<file path="src/rtl/rice_pkg.sv">
// rtl/rice_pkg.sv - shared types, default parameters and width helpers for the rice block decoder
//   state_t : decoder FSM states
//   bufw()  : bit buffer width (two words)
//   jw()    : sample counter width for a given JMAX
//   fillw() : fill counter width (0..BUFW)
//   fsw()   : FS accumulator width, wide enough for FS_MAX plus one full buffer
package rice_pkg;

    typedef enum logic [2:0] {
        IDLE,
        FS,
        SPLIT,
        EMIT,
        ERR
    } state_t;

    localparam int W_DEF      = 32;
    localparam int KW_DEF     = 5;
    localparam int SW_DEF     = 16;
    localparam int JMAX_DEF   = 64;
    localparam int FS_MAX_DEF = 255;

    function automatic int bufw(input int w);
        return 2 * w;
    endfunction

    function automatic int jw(input int jmax);
        return $clog2(jmax + 1);
    endfunction

    function automatic int fillw(input int w);
        return $clog2(2 * w + 1);
    endfunction

    function automatic int fsw(input int fs_max, input int w);
        return $clog2(fs_max + 2 * w + 1);
    endfunction

endpackage

</file>
<file path="src/rtl/rice_block_decoder_if.sv">
// rtl/rice_block_decoder_if.sv - bitstream input and sample output handshakes of the rice decoder
//   in_data/in_valid/in_ready            : packed word stream, MSB first
//   out_sample/out_valid/out_ready/out_last : decoded sample stream
//   slave  : decoder side
//   master : producer/consumer side
interface rice_block_decoder_if #(
    parameter int W  = 32,
    parameter int SW = 16
) ();
    logic [W-1:0]  in_data;
    logic          in_valid;
    logic          in_ready;
    logic [SW-1:0] out_sample;
    logic          out_valid;
    logic          out_ready;
    logic          out_last;

    modport slave (
        input  in_data, in_valid, out_ready,
        output in_ready, out_sample, out_valid, out_last
    );

    modport master (
        output in_data, in_valid, out_ready,
        input  in_ready, out_sample, out_valid, out_last
    );
endinterface

</file>
<file path="src/rtl/rice_lzc.sv">
// rtl/rice_lzc.sv - masked leading-zero counter over the left-aligned bit buffer
//   data  : buffer, bit BUFW-1 is the oldest bit
//   fill  : number of valid bits from the top; lower bits are ignored
//   pos   : index (from the top) of the first 1 among the valid bits
//   found : a 1 exists among the valid bits
module rice_lzc
    import rice_pkg::*;
#(
    parameter int BUFW = bufw(W_DEF),
    parameter int FW   = fillw(W_DEF)
) (
    input  logic [BUFW-1:0] data,
    input  logic [FW-1:0]   fill,
    output logic [FW-1:0]   pos,
    output logic            found
);

    // Scan from the bottom upwards so the topmost qualifying 1 wins.
    always_comb begin
        pos   = '0;
        found = 1'b0;
        for (int i = BUFW - 1; i >= 0; i--) begin
            if (data[BUFW-1-i] && (i < int'(fill))) begin
                pos   = FW'(i);
                found = 1'b1;
            end
        end
    end

endmodule

</file>
<file path="src/rtl/rice_block_decoder.sv">
// rtl/rice_block_decoder.sv - streaming Rice decoder, J samples of (fs << k) | split per block
//   clk, reset : clock, asynchronous active-high reset
//   start      : pulse, latches k and j (j == 0 ignored) from IDLE or ERR
//   k, j       : split-bit count and samples per block
//   bus        : word input and sample output handshakes
//   busy       : block in progress
//   err_fs     : sticky FS overflow flag
module rice_block_decoder
    import rice_pkg::*;
#(
    parameter  int W      = W_DEF,
    parameter  int KW     = KW_DEF,
    parameter  int SW     = SW_DEF,
    parameter  int JMAX   = JMAX_DEF,
    parameter  int FS_MAX = FS_MAX_DEF,
    localparam int JW     = jw(JMAX)
) (
    input  logic                 clk,
    input  logic                 reset,
    input  logic                 start,
    input  logic [KW-1:0]        k,
    input  logic [JW-1:0]        j,
    rice_block_decoder_if.slave  bus,
    output logic                 busy,
    output logic                 err_fs
);

    localparam int BUFW = bufw(W);
    localparam int FW   = fillw(W);
    localparam int FSW  = fsw(FS_MAX, W);

    state_t          state_q, state_n;
    logic [BUFW-1:0] buf_q, buf_n;
    logic [FW-1:0]   fill_q, fill_n;
    logic [FSW-1:0]  fs_q, fs_n, fs_sum;
    logic [W-1:0]    split_q, split_n;
    logic [JW-1:0]   count_q, count_n, j_q, j_n;
    logic [KW-1:0]   k_q, k_n;
    logic            err_q, err_n;
    logic [FW-1:0]   consumed, lz_pos;
    logic            lz_found, flush, accept;
    logic [FSW+W-1:0] wide;

    rice_lzc #(.BUFW(BUFW), .FW(FW)) u_lzc (
        .data  (buf_q),
        .fill  (fill_q),
        .pos   (lz_pos),
        .found (lz_found)
    );

    assign busy          = (state_q != IDLE);
    assign err_fs        = err_q;
    assign bus.in_ready  = busy && (state_q != ERR) && (fill_q <= FW'(BUFW - W));
    assign accept        = bus.in_valid && bus.in_ready;
    assign bus.out_valid = (state_q == EMIT);
    assign bus.out_last  = (state_q == EMIT) && (count_q == j_q - JW'(1));
    assign wide          = ((FSW+W)'(fs_q) << k_q) | (FSW+W)'(split_q);
    assign bus.out_sample = (state_q == EMIT) ? SW'(wide) : '0;

    always_comb begin
        state_n  = state_q;
        fs_n     = fs_q;
        fs_sum   = fs_q;
        split_n  = split_q;
        count_n  = count_q;
        k_n      = k_q;
        j_n      = j_q;
        err_n    = err_q;
        consumed = '0;
        flush    = 1'b0;
        case (state_q)
            IDLE, ERR: begin
                if (start && (j != '0)) begin
                    k_n     = k;
                    j_n     = j;
                    fs_n    = '0;
                    split_n = '0;
                    count_n = '0;
                    err_n   = 1'b0;
                    flush   = 1'b1;
                    state_n = FS;
                end
            end
            FS: begin
                if (lz_found) begin
                    fs_sum   = fs_q + FSW'(lz_pos);
                    consumed = lz_pos + FW'(1);
                    state_n  = (k_q == '0) ? EMIT : SPLIT;
                end else begin
                    fs_sum   = fs_q + FSW'(fill_q);
                    consumed = fill_q;
                end
                fs_n = fs_sum;
                if (fs_sum > FSW'(FS_MAX)) begin
                    err_n   = 1'b1;
                    state_n = ERR;
                end
            end
            SPLIT: begin
                if (fill_q >= FW'(k_q)) begin
                    split_n  = W'(buf_q >> (FW'(BUFW) - FW'(k_q)));
                    consumed = FW'(k_q);
                    state_n  = EMIT;
                end
            end
            EMIT: begin
                if (bus.out_ready) begin
                    fs_n    = '0;
                    split_n = '0;
                    count_n = count_q + JW'(1);
                    if (count_q == j_q - JW'(1)) begin
                        flush   = 1'b1;
                        state_n = IDLE;
                    end else begin
                        state_n = FS;
                    end
                end
            end
            default: state_n = IDLE;
        endcase

        // New word lands right behind whatever survives this cycle's consumption.
        if (flush) begin
            buf_n  = '0;
            fill_n = '0;
        end else begin
            buf_n  = (buf_q << consumed)
                   | (accept ? ({bus.in_data, {W{1'b0}}} >> (fill_q - consumed)) : '0);
            fill_n = fill_q - consumed + (accept ? FW'(W) : '0);
        end
    end

    always_ff @(posedge clk or posedge reset) begin
        if (reset) begin
            state_q <= IDLE;
            buf_q   <= '0;
            fill_q  <= '0;
            fs_q    <= '0;
            split_q <= '0;
            count_q <= '0;
            k_q     <= '0;
            j_q     <= '0;
            err_q   <= 1'b0;
        end else begin
            state_q <= state_n;
            buf_q   <= buf_n;
            fill_q  <= fill_n;
            fs_q    <= fs_n;
            split_q <= split_n;
            count_q <= count_n;
            k_q     <= k_n;
            j_q     <= j_n;
            err_q   <= err_n;
        end
    end

endmodule

</file>
<file path="src/flat_wrapper.sv">
// flat-port wrapper written by rule: the top's interface ports become plain ports
module rice_block_decoder_flat import rice_pkg::*;
#(
    parameter  int W      = W_DEF,
    parameter  int KW     = KW_DEF,
    parameter  int SW     = SW_DEF,
    parameter  int JMAX   = JMAX_DEF,
    parameter  int FS_MAX = FS_MAX_DEF,
    localparam int JW     = jw(JMAX)
)
  (clk, reset, start, k, j, busy, err_fs, bus_in_data, bus_in_valid, bus_out_ready, bus_in_ready, bus_out_sample, bus_out_valid, bus_out_last);
  rice_block_decoder_if #(.W(W), .SW(SW)) bus_i ();
  input  logic clk;
  input  logic reset;
  input  logic start;
  input  logic [KW-1:0] k;
  input  logic [JW-1:0] j;
  output logic busy;
  output logic err_fs;
  input wire logic [$bits(bus_i.in_data)-1:0] bus_in_data;
  input wire logic [$bits(bus_i.in_valid)-1:0] bus_in_valid;
  input wire logic [$bits(bus_i.out_ready)-1:0] bus_out_ready;
  output wire logic [$bits(bus_i.in_ready)-1:0] bus_in_ready;
  output wire logic [$bits(bus_i.out_sample)-1:0] bus_out_sample;
  output wire logic [$bits(bus_i.out_valid)-1:0] bus_out_valid;
  output wire logic [$bits(bus_i.out_last)-1:0] bus_out_last;
  assign bus_i.in_data = bus_in_data;
  assign bus_i.in_valid = bus_in_valid;
  assign bus_i.out_ready = bus_out_ready;
  assign bus_in_ready = bus_i.in_ready;
  assign bus_out_sample = bus_i.out_sample;
  assign bus_out_valid = bus_i.out_valid;
  assign bus_out_last = bus_i.out_last;
  rice_block_decoder #(.W(W), .KW(KW), .SW(SW), .JMAX(JMAX), .FS_MAX(FS_MAX)) u_core (.clk(clk), .reset(reset), .start(start), .k(k), .j(j), .bus(bus_i), .busy(busy), .err_fs(err_fs));
endmodule
</file>
<file path="config.mk">
export PLATFORM = sky130hd
export DESIGN_NAME = rice_block_decoder_flat
export DESIGN_NICKNAME = d
export VERILOG_FILES = /design/src/rtl/rice_pkg.sv /design/src/rtl/rice_block_decoder_if.sv /design/src/rtl/rice_lzc.sv /design/src/rtl/rice_block_decoder.sv /design/src/flat_wrapper.sv
export SDC_FILE = /design/constraint.sdc
export NUM_CORES = 1
export LEC_CHECK = 0
export BUFFER_PORTS_ARGS = -buffer_cell sky130_fd_sc_hd__buf_2
export CELL_PAD_IN_SITES_DETAIL_PLACEMENT = 1
export CELL_PAD_IN_SITES_GLOBAL_PLACEMENT = 2
export CORE_AREA = 10 10 172 294
export CTS_BUF_LIST = sky130_fd_sc_hd__clkbuf_16
export DETAILED_ROUTE_END_ITERATION = 10
export DIE_AREA = 0 0 182 304
export PLACE_DENSITY_LB_ADDON = 0.05
export SYNTH_ARGS = -nofsm -noshare
export SYNTH_HDL_FRONTEND = slang
export SYNTH_SLANG_ARGS = --single-unit
</file>
<file path="constraint.sdc">
create_clock -name clk -period 7 [get_ports clk]
set_input_delay 1.05 -clock clk [delete_from_list [all_inputs] [get_ports clk]]
set_output_delay 1.05 -clock clk [all_outputs]
set_load 0.02 [all_outputs]
</file>
# Word-level counts from Yosys, hierarchy flattened
# Cells that the tools add are included.
# totals
register_bits	119
in_bits	49
out_inout_bits	21
# classes
addsub	8
n_lt_le_gt_ge	67
eq_ne	11
n_shift	4
n_mux	163
bitwise	2
n_reduce_logical	84
# ops
cell	count
7-bit 2-to-1 mux	67
6-bit by 7-bit < comparator with 1-bit output (first input constant)	32
64-bit 2-to-1 mux	2
5-bit by 7-bit < comparator with 1-bit output (first input constant)	16
1-bit 2-to-1 mux	71
1-bit logical AND	69
16-bit 2-to-1 mux	4
64-bit OR	1
64-bit by 7-bit << shifter with 64-bit output	1
64-bit by 7-bit right shift with 16-bit output	1
64-bit by 7-bit right shift with 64-bit output	1
4-bit by 7-bit < comparator with 1-bit output (first input constant)	8
16-bit case mux with 3 select lines	1
9-bit 2-to-1 mux	4
3-bit by 7-bit < comparator with 1-bit output (first input constant)	4
7-bit case mux with 2 select lines	2
9-bit case mux with 3 select lines	1
9-bit by 7-bit adder with 9-bit output	2
16-bit OR	1
9-bit by 5-bit << shifter with 16-bit output	1
3-bit 2-to-1 mux	5
7-bit by 1-bit adder with 7-bit output (second input constant)	2
1-bit by 7-bit < comparator with 1-bit output (first input constant)	2
2-bit by 7-bit < comparator with 1-bit output (first input constant)	2
28 further kinds	39

# Logic depth before layout (Yosys ltp)
# Gate-level depths: netlist (run 1).
# depth
ltp_word	74
mapped_depth	31
ltp_nobuf	26

# Modules after synthesis
# From an unflattened synthesis (run 1), not the netlist that was laid out.
# unflattened
cells_unflattened	2331
area_unflattened_um2	17951.0
# by_module_without_submodules
module	n_inst	cells_each	area_per_inst_um2
rice_block_decoder	1	2008	15912.8
rice_lzc	1	323	2038.2

# Least setup slack after synthesis (run 1)
# OpenSTA, ideal clock, no wires.
# synth_timing
path_kind	register to register
from	register u_core.fill_q[6]
to	register u_core.buf_q[47]
arrival_ps	6158
required_time_ps	6862
slack_ps	704
path_stages_with_launch	30
n_path_buf	8
period_less_slack_ps	6296
cell_sequence	dfrtp_1 -> buf_6 -> or2_1 -> clkbuf_1 -> clkbuf_1 -> o21ai_0 -> a21oi_1 -> or3_1 -> a211oi_1 -> a211oi_1 -> o21ai_1 -> inv_1 -> ha_1 -> mux2i_1 -> o21ai_2 -> buf_2 -> buf_1 -> fa_1 -> clkbuf_1 -> buf_1 -> clkbuf_1 -> mux4_2 -> mux2i_1 -> nand2_1 -> o21ai_0 -> nor2_1 -> a31oi_1 -> nor2_1 -> a21oi_1 -> o221ai_1
# synth_between
elab_chain_len	74
# synth_rtl
item	line_no	text
start: declaration	rice_block_decoder.sv:34	logic [FW-1:0] fill_q, fill_n;
start signal: assignment	rice_block_decoder.sv:147	fill_q <= fill_n;
6-bit by 7-bit < comparator with 1-bit output	rice_lzc.sv:23	if (data[BUFW-1-i] && (i < int'(fill))) begin
1-bit logical AND	rice_lzc.sv:23	
6-bit 2-to-1 mux	rice_lzc.sv:23	
7-bit 2-to-1 mux (63 in a row)	rice_lzc.sv:23	
7-bit by 1-bit adder with 7-bit output	rice_block_decoder.sv:87	consumed = lz_pos + FW'(1);
7-bit 2-to-1 mux	rice_block_decoder.sv:85	if (lz_found) begin
7-bit case mux with 2 select lines	rice_block_decoder.sv:71	case (state_q)
7-bit subtractor	rice_block_decoder.sv:128	| (accept ? ({bus.in_data, {W{1'b0}}} >> (fill_q - consumed)) : '0);
64-bit by 7-bit right shift with 64-bit output	rice_block_decoder.sv:128	
64-bit 2-to-1 mux	rice_block_decoder.sv:128	
64-bit OR *	rice_block_decoder.sv:128	
64-bit 2-to-1 mux *	rice_block_decoder.sv:123	if (flush) begin
via u_core.buf_n[47]	rice_block_decoder.sv:33	logic [BUFW-1:0] buf_q, buf_n;
end signal: assignment	rice_block_decoder.sv:146	buf_q <= buf_n;
end: declaration	rice_block_decoder.sv:33	
# The timed path passes the listed nets; every way through them passes the cells marked *.
# A chain may end at the register's enable or synchronous reset.

# Worst setup path in the final report (run 1)
# layout_timing
from	register u_core.fill_q[6]
to	register u_core.buf_q[3]
# The elaborated chain is that of the path after synthesis.

==> impl_results.md, run 1 <==
* Die X-Extent at 182 um
* Global-route wire length before repair at 144000 um
* RSZ-0062 raised after global routing: no
* HP Class: reg -> reg
* Largest net degree at the start of global routing at 73
* Area occupied by multi-input gates at 13200 um^2
* Slew margin rel. at 16.6%
* Post-synthesis register bit count at 119
* Max Cap Viol at 0
* Dpl ws at -0.159 ns
* Clock root cell: clkbuf_16
* Period utilisation layout at 96.7%
* Yosys Warn Count at 0
* Tot GR Track Use at 34.9%
* Routed length per instance at 34.6 um
* Syn Nets at 2367
* Post-layout util at 41.6%
* R2r worst-path depth at 20
* RePlAce Congestion at 1.07
* Clock skew at 0.0120 ns
* Cells after synthesis at 2292
* Area delta synth->final at 11.5%
* Worst R2R Start: u_core.fill_q[6]
* Setup violators final at 0
* Asr flop ratio synth at 100%
* Initial antenna violation count at 1
* Cts hold-fix bufs at 0
* Post-route insts no fill at 2898
* IO buf count at 69
* Sink Count at 119
* Via count at 19896
* FMAX at 0.148 GHz
* I/O pins at 70
* Mapped cell area at 17000 um^2
* Flip-flop and latch area at 2980 um^2
* Fill cell count at 5647
* Reg2reg setup slack at 0.23 ns
* Post-synth top flop: dfrtp_1
* Clock transition at the registers of the reported paths at 0.06 ns
* Sequential area share after synthesis at 17.5%
* Starting density of the core at 37.3%
* CP Class: reg -> reg
* Reg2reg end: u_core.buf_q[3]
* Iteration count of the initial detailed-routing pass at 7
* Die area at 55300 um^2
* CTS tree: built
* Yosys cell types at 88
* Min Tclk post-route at 6.77 ns
* Critical Path End: u_core.buf_q[3]
* Vias per cell at 6.87
* DRC at 0
* Worst-path fanout max at 44
* Syn avg cell area at 7.43 um^2
* Status: finished, final reports clean
* Post-route ant nets at 0
* Slew Viols, Final at 0
* CTS Buf Count at 17
* DRT iter0 DRCs at 1692
* Setup crit end kind: register
* Estimated wirelength of the detail-placed design at 77700 um
* Clk_lat worst skew at 0.45 ns
* Hold violation total from the final report at 0
* Final WS setup at 0.231 ns
* Clk buf depth at 2
* Post-synth EDFFs at 0
* Element type at the critical path start: register
* GRT overflow at 0
* Die Height at 304 um
* Htree depth at 4
* Placed cell count at 2865
* Crit path required time at 7.30 ns
* Final net count at 2376
* Total Wirelength at 100000 um
* Number of global-route vias before repair at 20454
* Tightest Pin Transition at 1.25 ns
* Critical path origin: u_core.fill_q[6]
* Share of layout cells above drive strength 1 at 15.3%
* Core area at 45700 um^2
* FP Rows at 104
* Post-CTS Setup Bufs at 0
* Crit path DAT at 7.07 ns
cell usage in the layout, fill, tap and decap left out, drive strengths merged, types with 7 or more instances in the layout:
cell / instances
nand2: 324
mux2i: 241
a21oi: 194
buf: 194
o21ai: 189
nor2: 182
dfrtp: 119
a22oi: 98
nor3: 58
nand3: 56
mux4: 48
inv: 44
a211oi: 40
o211ai: 34
a21o: 31
o22ai: 31
a31oi: 27
ha: 24
mux2: 22
xnor2: 21
nor2b: 20
clkbuf: 17
and3: 15
nand4: 15
o21a: 15
o221ai: 15
nor4: 15
nand2b: 14
and2: 13
xor2: 13
or3: 12
or2: 12
a311oi: 10
a221oi: 10
o41ai: 7
a2111oi: 7
a2bb2oi: 7
or4: 7
Yosys cell counts (all sizes together) (10+ instances only):
master    n  area share, %
or2      12           0.44
o22ai    31            1.1
a31oi    27           0.99
nor2    182            4.0
or3      12           0.44
xor2     13           0.67
nand2   324            7.2
ha       24            1.8
nor2b    20           0.73
nand3    56            1.6
o21a     15           0.66
o211ai   34            1.5
a22oi    98            4.3
mux2     22            1.5
and2     13           0.48
mux4     48            6.3
xnor2    21            1.1
and3     15           0.55
a21oi   194            5.7
a21o     31            1.4
a221oi   10           0.55
nand2b   14           0.51
inv      41           0.90
nor4     15           0.55
o221ai   15           0.77
clkbuf  129            2.8
nand4    15           0.55
nor3     58            1.9
o21ai   189            5.6
buf      75            2.4
mux2i   241             14
dfrtp   119             17
a211oi   40            1.8
a311oi   10           0.51
registers in the layout (all words and copies together) (netlist names):
signal,cells
u_core.count_q,7
u_core.fill_q,7
u_core.k_q,5
u_core.j_q,7
u_core.err_fs,1
u_core.fs_q,9
u_core.state_q,3
u_core.buf_q,64
u_core.split_q,16
layer usage:
layer  vias to the layer above  share of wire [%]  global-route usage, %
met5                         -                  0                      0
li1                       8646                  -                      -
met3                       404                5.6                   5.85
met4                         0                 10                   29.5
met2                       947                 51                   61.7
met1                      9899                 34                   34.6
metrics by stage:
step	setup TNS (ns)	instance area [um^2]	hold WS (ns)
final	0	19000	0.482
after CTS	0	19000	0.484
after floorplan	0	17000	0.444
after global routing	0	19000	0.505
after global placement	-0.104	18400	0.461
after detailed placement	-0.159	18400	0.470
worst min-delay path by stage:
stage | start | end | slack, ns | cells after the start
after floorplan | u_core.split_q[14] | u_core.split_q[14] | 0.44 | 2
after global placement | u_core.err_fs | u_core.err_fs | 0.46 | 1
after detailed placement | u_core.split_q[5] | u_core.split_q[5] | 0.47 | 1
after CTS | u_core.split_q[5] | u_core.split_q[5] | 0.48 | 1
after global routing | u_core.split_q[5] | u_core.split_q[5] | 0.50 | 1
final | u_core.split_q[5] | u_core.split_q[5] | 0.48 | 1
critical path, cell delays in order (launching register included):
cell and delay (ns):
dfrtp_1 0.57, or4_4 0.65, o21ai_1 0.51, nand4_1 0.39, or4_4 0.66, nor3_4 0.25
nand2_2 0.19, o21ai_2 0.20, o21ai_4 0.08, ha_2 0.22, fa_2 0.57, buf_12 0.23
mux2i_1 0.27, mux2i_1 0.18, nand2_1 0.10, o21ai_0 0.30, o21ai_0 0.58, nor2_1 0.10
nor2_1 0.22, a2bb2oi_1 0.20, a21oi_1 0.10
layout make-up:
cell class,instances,area share (%)
antenna,1,0.0132
tap,583,3.84
inverter,42,0.843
multi-input combinational,1927,69.3
clock inverter,15,0.981
sequential,119,15.7
clock buffer,17,2.24
timing repair buffer,194,7.09
repair_timing:
action | 4_1_cts | 5_1_grt
pin swaps | 0 | 0
resized for setup | 1 | 2
endpoints found under the setup margin | 1 | 41
kinds of logic after synthesis:
logic type | Yosys count | share of synthesized area (%)
flip-flops | 119 | 17.5
adder cells (fa/ha/maj) | 28 | 2.12
AND/OR/NAND/NOR | 762 | 20.3
XOR/XNOR | 34 | 1.75
AO/OA/AOI/OAI | 792 | 30.1
buffers and inverters | 246 | 6.16
multiplexers | 311 | 22.0
Power of run 1 is left out: the tool's default activity adds up to more than one toggle a clock period on the data nets, which glitch-free logic cannot reach.
==> inputs of run 2 (changes only) <==
- ABC_AREA: not set -> 1
- CORE_AREA: 10 10 172 294 -> 10 10 181 310
- DIE_AREA: 0 0 182 304 -> 0 0 191 320
- MAX_ROUTING_LAYER: not set -> met4
==> run 2 against run 1 <==
  * The run now ends with negative setup slack left
  * Design area is 21% higher
  * Worst hold slack better by 0.0028 ns
  * Register-to-register slack got worse by 0.89 ns
  * Critical path depth up 65
  * Fmax decreased by 12%
  * Global-route usage is 0.73 points lower
  * Final cell count is 39% higher
  * Utilization increased by 3.7 points
  * Count of clock-buffer cells in the layout unchanged
  * Non-clock buffer count is 287 higher
  * Synthesized cell count grew 33%
  * First-iteration DRC count rose by 3.0%
  * Critical endpoint is now u_core.buf_q[14]
  * Highest routed layer unchanged
==> impl_results.md, run 2 <==
* Status: complete, but fails checks
* Failing checks: negative setup slack
* Tot GR Track Use at 34.1% (-0.73 points)
* Reg2reg setup slack at -0.66 ns (-0.89 ns)
* Slew margin rel. at 30.1% (+13 points)
* Post-synthesis register bit count at 119 (unchanged)
* CTS Buf Count at 17 (unchanged)
* Placed cell count at 3912 (+37%)
* Estimated wirelength of the detail-placed design at 80700 um (+4.0%)
* Core area at 50600 um^2 (+11%)
* Syn avg cell area at 5.59 um^2 (-25%)
* Worst path depth at 85 (+330%)
* Post-synth EDFFs at 0 (unchanged)
* Most frequent cells in the layout: 792 x nand2_1, 581 x nand3_1, 343 x buf_4, 268 x inv_1, 243 x o21ai_0
* Hold Path Sink: u_core.err_fs
* Clk buf depth at 2 (unchanged)
* Commonest non-fill, non-tap cell in the layout: nand2_1
* Yosys top cell by area: nand2_1
* Post-route ant nets at 0 (unchanged)
* Global-route wire length before repair at 154000 um (+7.0%)
* Die Height at 320 um (+5.3%)
* Largest registers: u_core.buf_q (64), u_core.split_q (16), u_core.fs_q (9)
* WHS at 0.485 ns (+0.00282 ns)
* Die X-Extent at 191 um (+4.9%)
* Largest Register: u_core.buf_q
* Clk_lat worst skew at 0.49 ns (+0.04 ns)
* Die area at 61100 um^2 (+10%)
* Sink Count at 119 (unchanged)
* Crit path required time at 7.39 ns (+0.09 ns)
* Final net count at 3421 (+44%)
* RSZ-0062 raised after global routing: yes
* Mapped cell area at 17000 um^2 (about the same)
* Setup crit end kind: register
* FP Rows at 109 (+4.8%)
* Post-route insts no fill at 4028 (+39%)
* CTS tree: built
* Final WS setup at -0.662 ns (-0.893 ns)
* Cells after synthesis at 3043 (+33%)
* Iteration count of the initial detailed-routing pass at 5 (-2)
* WHS Path Cells at 2 (+1)
* Hold violation total from the final report at 0 (unchanged)
* Largest net degree at the start of global routing at 119 (+63%)
* Sequential area share after synthesis at 17.5% (about the same)
* Most common library cells after synthesis: 850 x nand2_1, 597 x nand3_1, 290 x o21ai_0
* R2r worst-path depth at 85 (+330%)
* Via count at 24006 (+21%)
* Main area contributors after synthesis: nand2_1 19%, nand3_1 18%, dfrtp_1 17%
* Post-synth top area share at 18.7% (+1.3 points)
* HP Class: reg -> reg
* Htree depth at 4 (unchanged)
* Fill cell count at 6827 (+21%)
* Tightest Pin Transition at 1.05 ns (-0.197 ns)
* CP most frequent cell: nand2_1
* Clock transition at the registers of the reported paths at 0.07 ns (about the same)
* GRT overflow at 0 (unchanged)
* I/O pins at 70 (unchanged)
* Slew Viols, Final at 0 (unchanged)
* DRT iter0 DRCs at 1743 (+3.0%)
* Syn Nets at 3118 (+32%)
* Total Wirelength at 108000 um (+7.8%)
* Share of layout cells above drive strength 1 at 23.2% (+8.0 points)
* Max Cap Viol at 0 (unchanged)
* Min Tclk post-route at 7.66 ns (+0.893 ns)
* Yosys cell types at 58 (-34%)
* WP buf/inv at 8 (+7)
* Setup violators final at 71 (+71)
* Area delta synth->final at 34.6%
* Worst R2R Start: u_core.fill_q[4]
* Yosys Warn Count at 0 (unchanged)
* Max incr delay on CP at 0.45 ns (-0.21 ns)
* Reg2reg end: u_core.buf_q[14]
* Clock root cell: clkbuf_16
* Top delay family on crit path: simple AND/OR/NAND/NOR gates
* Max FFs per register at 64 (unchanged)
* Crit path DAT at 8.05 ns (+0.98 ns)
* Routed length per instance at 26.8 um (-22%)
* CP Class: reg -> reg
* RePlAce Congestion at 1.02 (-4.6%)
* Worst Hold Launch: u_core.err_fs
* Post-Route Setup TNS at -34.13 ns (-34.13 ns)
* DRC at 0 (unchanged)
* Cell with the most instances after synthesis: nand2_1
* Initial antenna violation count at 2 (+1)
* Starting density of the core at 33.6% (-3.7 points)
* IO buf count at 69 (unchanged)
* Period utilisation layout at 109% (+13 points)
* CP max stage cell: dfrtp_1
* Element type at the critical path start: register
* Number of global-route vias before repair at 24794 (+21%)
* Asr flop ratio synth at 100% (unchanged)
* Clock skew at 0.0200 ns (+0.00800 ns)
* Worst-path fanout max at 5 (-89%)
* Post-synth top flop: dfrtp_1
* FMAX at 0.131 GHz (-12%)
* Vias per cell at 5.96 (-13%)
==> run 2: worst max path at each step <==
| stage | slack, ns | from | to |
|---|---|---|---|
| after detailed placement | -0.76 | u_core.fill_q[6] | u_core.buf_q[1] |
| final | -0.66 | u_core.fill_q[4] | u_core.buf_q[14] |
| after floorplan | 0.01 | u_core.fill_q[4] | u_core.buf_q[20] |
| after global routing | -1.31 | u_core.fill_q[4] | u_core.buf_q[14] |
| after CTS | -0.28 | u_core.fill_q[6] | u_core.buf_q[29] |
| after global placement | -0.74 | u_core.fill_q[6] | u_core.buf_q[1] |
==> run 2: per-layer routing <==
| layer | GRT usage, % | routed length [um] |
|---|---|---|
| met1 | 31.6 | 36400 |
| met2 | 59.0 | 54200 |
| met3 | 5.66 | 5380 |
| met4 | 30.9 | 11900 |
| met5 | - | 0 |
==> run 2: cell type report <==
type | count | area, um^2 | area share, %
multi-input combinational | 2423 | 13300 | 58.1
timing repair buffer | 481 | 4070 | 17.8
sequential | 119 | 2980 | 13.0
inverter | 304 | 1160 | 5.06
tap | 666 | 833 | 3.64
clock buffer | 17 | 425 | 1.86
clock inverter | 15 | 128 | 0.557
antenna | 3 | 7.51 | 0.0328
==> run 2: worst register-to-register path, delay by kind of cell (launching register included) <==
| kind | cells | cell delay [ns] |
|---|---|---|
| xor gates and xnor gates | 1 | 0.26 |
| AOI/OAI and AO/OA | 7 | 1.14 |
| and+or+nand+nor | 67 | 4.31 |
| adders and majority gates | 2 | 0.41 |
| DFF | 1 | 0.45 |
| buffers and inverters | 8 | 0.99 |
==> run 2: cell families after synthesis <==
group | after synthesis | synth area share, %
multiplexers | 89 | 5.23
AND/OR/NAND/NOR | 1712 | 43.6
flip-flops | 119 | 17.5
XOR/XNOR | 13 | 0.669
buffers and inverters | 501 | 11.7
AO/OA/AOI/OAI | 583 | 19.4
adder cells (fa/ha/maj) | 26 | 2.00
==> run 2: what timing repair did <==
action / in CTS / in global routing
buffers inserted: 51 / 31
cloned: 8 / 3
resized for setup: 243 / 152
setup endpoints to repair: 69 / 76
hold buffers: 0 / 0
pin swaps: 102 / 82
==> run 2: through the flow <==
stage                     setup slack [ns]  instance area [um^2]  util, %
after global routing                 -1.31                 22900     45.3
after detailed placement            -0.758                 20100     39.7
after CTS                           -0.282                 22200     43.8
after global placement              -0.741                 20100     39.7
after floorplan                     0.0127                 17100        -
final                               -0.662                 22900     45.3
Power of run 2 is left out for the same reason.
==> inputs of run 3 (changes only) <==
- HOLD_SLACK_MARGIN: not set -> 0.08
- SETUP_SLACK_MARGIN: not set -> 0.02
==> run 3 against run 2 <==
  * The flow still finishes with violations (negative setup slack)
  * Worst setup slack improved by 0.38 ns
  * Highest routed layer unchanged
  * Sequential share of layout area rose by 0.39 points
  * Global-route usage fell by 0.69 points
  * Count of clock-buffer cells in the layout did not move
  * Routed wire length fell by 3.1%
  * Final cell count fell by 0.62%
  * Sequential cell count did not move
==> impl_results.md, run 3 (same netlist as run 2, synthesis figures left out) <==
* Fill cell count at 6974 (+2.2%)
* Slew Viols, Final at 0 (unchanged)
* Core area at 50600 um^2 (unchanged)
* Initial antenna violation count at 1 (-1)
* Worst-path fanout max at 8 (+3)
* Number of global-route vias before repair at 24254 (-2.2%)
* Post-route insts no fill at 4003 (-0.62%)
* Max incr delay on CP at 0.41 ns (-0.04 ns)
* Flip-flop and latch area at 2990 um^2 (about the same)
* Crit path DAT at 7.68 ns (-0.37 ns)
* DRT iter0 DRCs at 1606 (-7.9%)
* IO buf count at 69 (unchanged)
* Element type at the critical path start: register
* Slew margin rel. at 31.8% (+1.7 points)
* Starting density of the core at 33.6% (unchanged)
* Setup violators final at 62 (-13%)
* Crit path required time at 7.40 ns (about the same)
* Total Wirelength at 105000 um (-3.1%)
* Htree depth at 4 (unchanged)
* DRC at 0 (unchanged)
* CP max stage cell: dfrtp_1
* CP most frequent cell: nand2_1
* Period utilisation layout at 104% (-5.4 points)
* Global-route wire length before repair at 150000 um (-2.1%)
* Failing checks: negative setup slack
* Tightest Pin Transition at 1.02 ns (-0.0261 ns)
* GRT overflow at 0 (unchanged)
* Clock transition at the registers of the reported paths at 0.06 ns (about the same)
* Largest net degree at the start of global routing at 115 (-3.4%)
* Area delta synth->final at 30.8%
* Post-route ant nets at 0 (unchanged)
* Max FFs per register at 64 (unchanged)
* I/O pins at 70 (unchanged)
* Largest Register: u_core.buf_q
* Largest registers: u_core.buf_q (64), u_core.split_q (16), u_core.fs_q (9)
* Area occupied by multi-input gates at 13100 um^2 (-1.9%)
* Via count at 23537 (-2.0%)
* R2r worst-path depth at 86 (+1.2%)
* RSZ-0062 raised after global routing: yes
* Tot GR Track Use at 33.5% (-0.69 points)
* Sink Count at 119 (unchanged)
* Clk_lat worst skew at 0.49 ns (about the same)
* Die Height at 320 um (unchanged)
* WHS Path Cells at 2 (unchanged)
* CP Class: reg -> reg
* Setup crit end kind: register
* HP Class: reg -> reg
* FP Rows at 109 (unchanged)
* FMAX at 0.137 GHz (+5.2%)
* Vias per cell at 5.88 (-1.3%)
* Status: complete, but fails checks
* Min Tclk post-route at 7.28 ns (-0.378 ns)
* Placed cell count at 3908 (-0.10%)
* Iteration count of the initial detailed-routing pass at 5 (unchanged)
* Die area at 61100 um^2 (unchanged)
* CTS tree: built
* Most frequent cells in the layout: 819 x nand2_1, 587 x nand3_1, 341 x buf_4, 267 x inv_1, 237 x o21ai_0
* RePlAce Congestion at 1.04 (+1.7%)
* Final WS setup at -0.285 ns (+0.378 ns)
* Die X-Extent at 191 um (unchanged)
* CTS Buf Count at 17 (unchanged)
* Routed length per instance at 26.1 um (-2.5%)
* Hold violation total from the final report at 0 (unchanged)
* Max Cap Viol at 0 (unchanged)
* Clock root cell: clkbuf_16
* Clk buf depth at 2 (unchanged)
* Share of layout cells above drive strength 1 at 21.6% (-1.6 points)
* Clock skew at 0.0221 ns (+0.00201 ns)
* Estimated wirelength of the detail-placed design at 80500 um (-0.23%)
* Commonest non-fill, non-tap cell in the layout: nand2_1
* Final net count at 3397 (-0.70%)
## run 3: what timing repair did
item	4_1_cts	5_1_grt
hold buffers	0	0
pin swaps	63	55
setup buffers	28	23
setup endpoints to repair	71	75
gates resized for setup	145	163
cloned	3	7
hold endpoints to repair	0	0
## run 3: worst paths after layout
check | slack (ns) | from | endpoint
min | 0.48 | u_core.err_fs | u_core.err_fs
min reg2reg | 0.48 | u_core.err_fs | u_core.err_fs
max reg2reg | -0.28 | u_core.fill_q[6] | u_core.buf_q[59]
min in group asynchronous | 0.77 | reset | u_core.fill_q[0]
max | -0.28 | u_core.fill_q[6] | u_core.buf_q[59]
max in group asynchronous | 4.82 | reset | u_core.buf_q[63]
## run 3: layer usage
metal | vias to the layer above | part of all wire [%] | routed length [um] | track usage, %
met5 | - | 0 | 0 | -
met4 | 0 | 10 | 10700 | 28.9
met3 | 424 | 4.4 | 4610 | 4.24
met2 | 837 | 51 | 53700 | 58.8
met1 | 11447 | 34 | 35600 | 31.5
li1 | 10829 | - | - | -
## run 3: critical path, delay by kind of cell, from the launching register on
family / cells / cell delay [ns]
buf+inv: 7 / 0.66
xor+xnor: 1 / 0.23
flops: 1 / 0.41
simple gates: 69 / 4.61
fa+ha+maj: 2 / 0.35
compound gates: 7 / 0.90
## run 3: area by class of cell
| cell class | count | share of cell area, % |
|---|---|---|
| multi-input cells | 2423 | 58.6 |
| repair buffers | 457 | 16.7 |
| flip-flops and latches | 119 | 13.4 |
| inverters | 304 | 5.19 |
| well taps | 666 | 3.74 |
| clock buffers | 17 | 1.91 |
| clock inverters | 14 | 0.438 |
| diodes | 3 | 0.0337 |
## run 3: through the flow
stage | area, um^2 | utilization (%) | worst slack [ns] | hold slack, ns | setup TNS, ns
3_3_place_gp | 20000 | 39.6 | -0.756 | 0.461 | -22.21
2_1_floorplan | 17100 | - | 0.0223 | 0.461 | 0
5_1_grt | 22300 | 44.0 | -1.06 | 0.489 | -64.12
3_5_place_dp | 20000 | 39.6 | -0.908 | 0.470 | -26.26
6_report | 22300 | 44.0 | -0.285 | 0.483 | -9.52
4_1_cts | 21300 | 42.2 | -0.167 | 0.485 | -4.78
Power of run 3 is left out for the same reason.
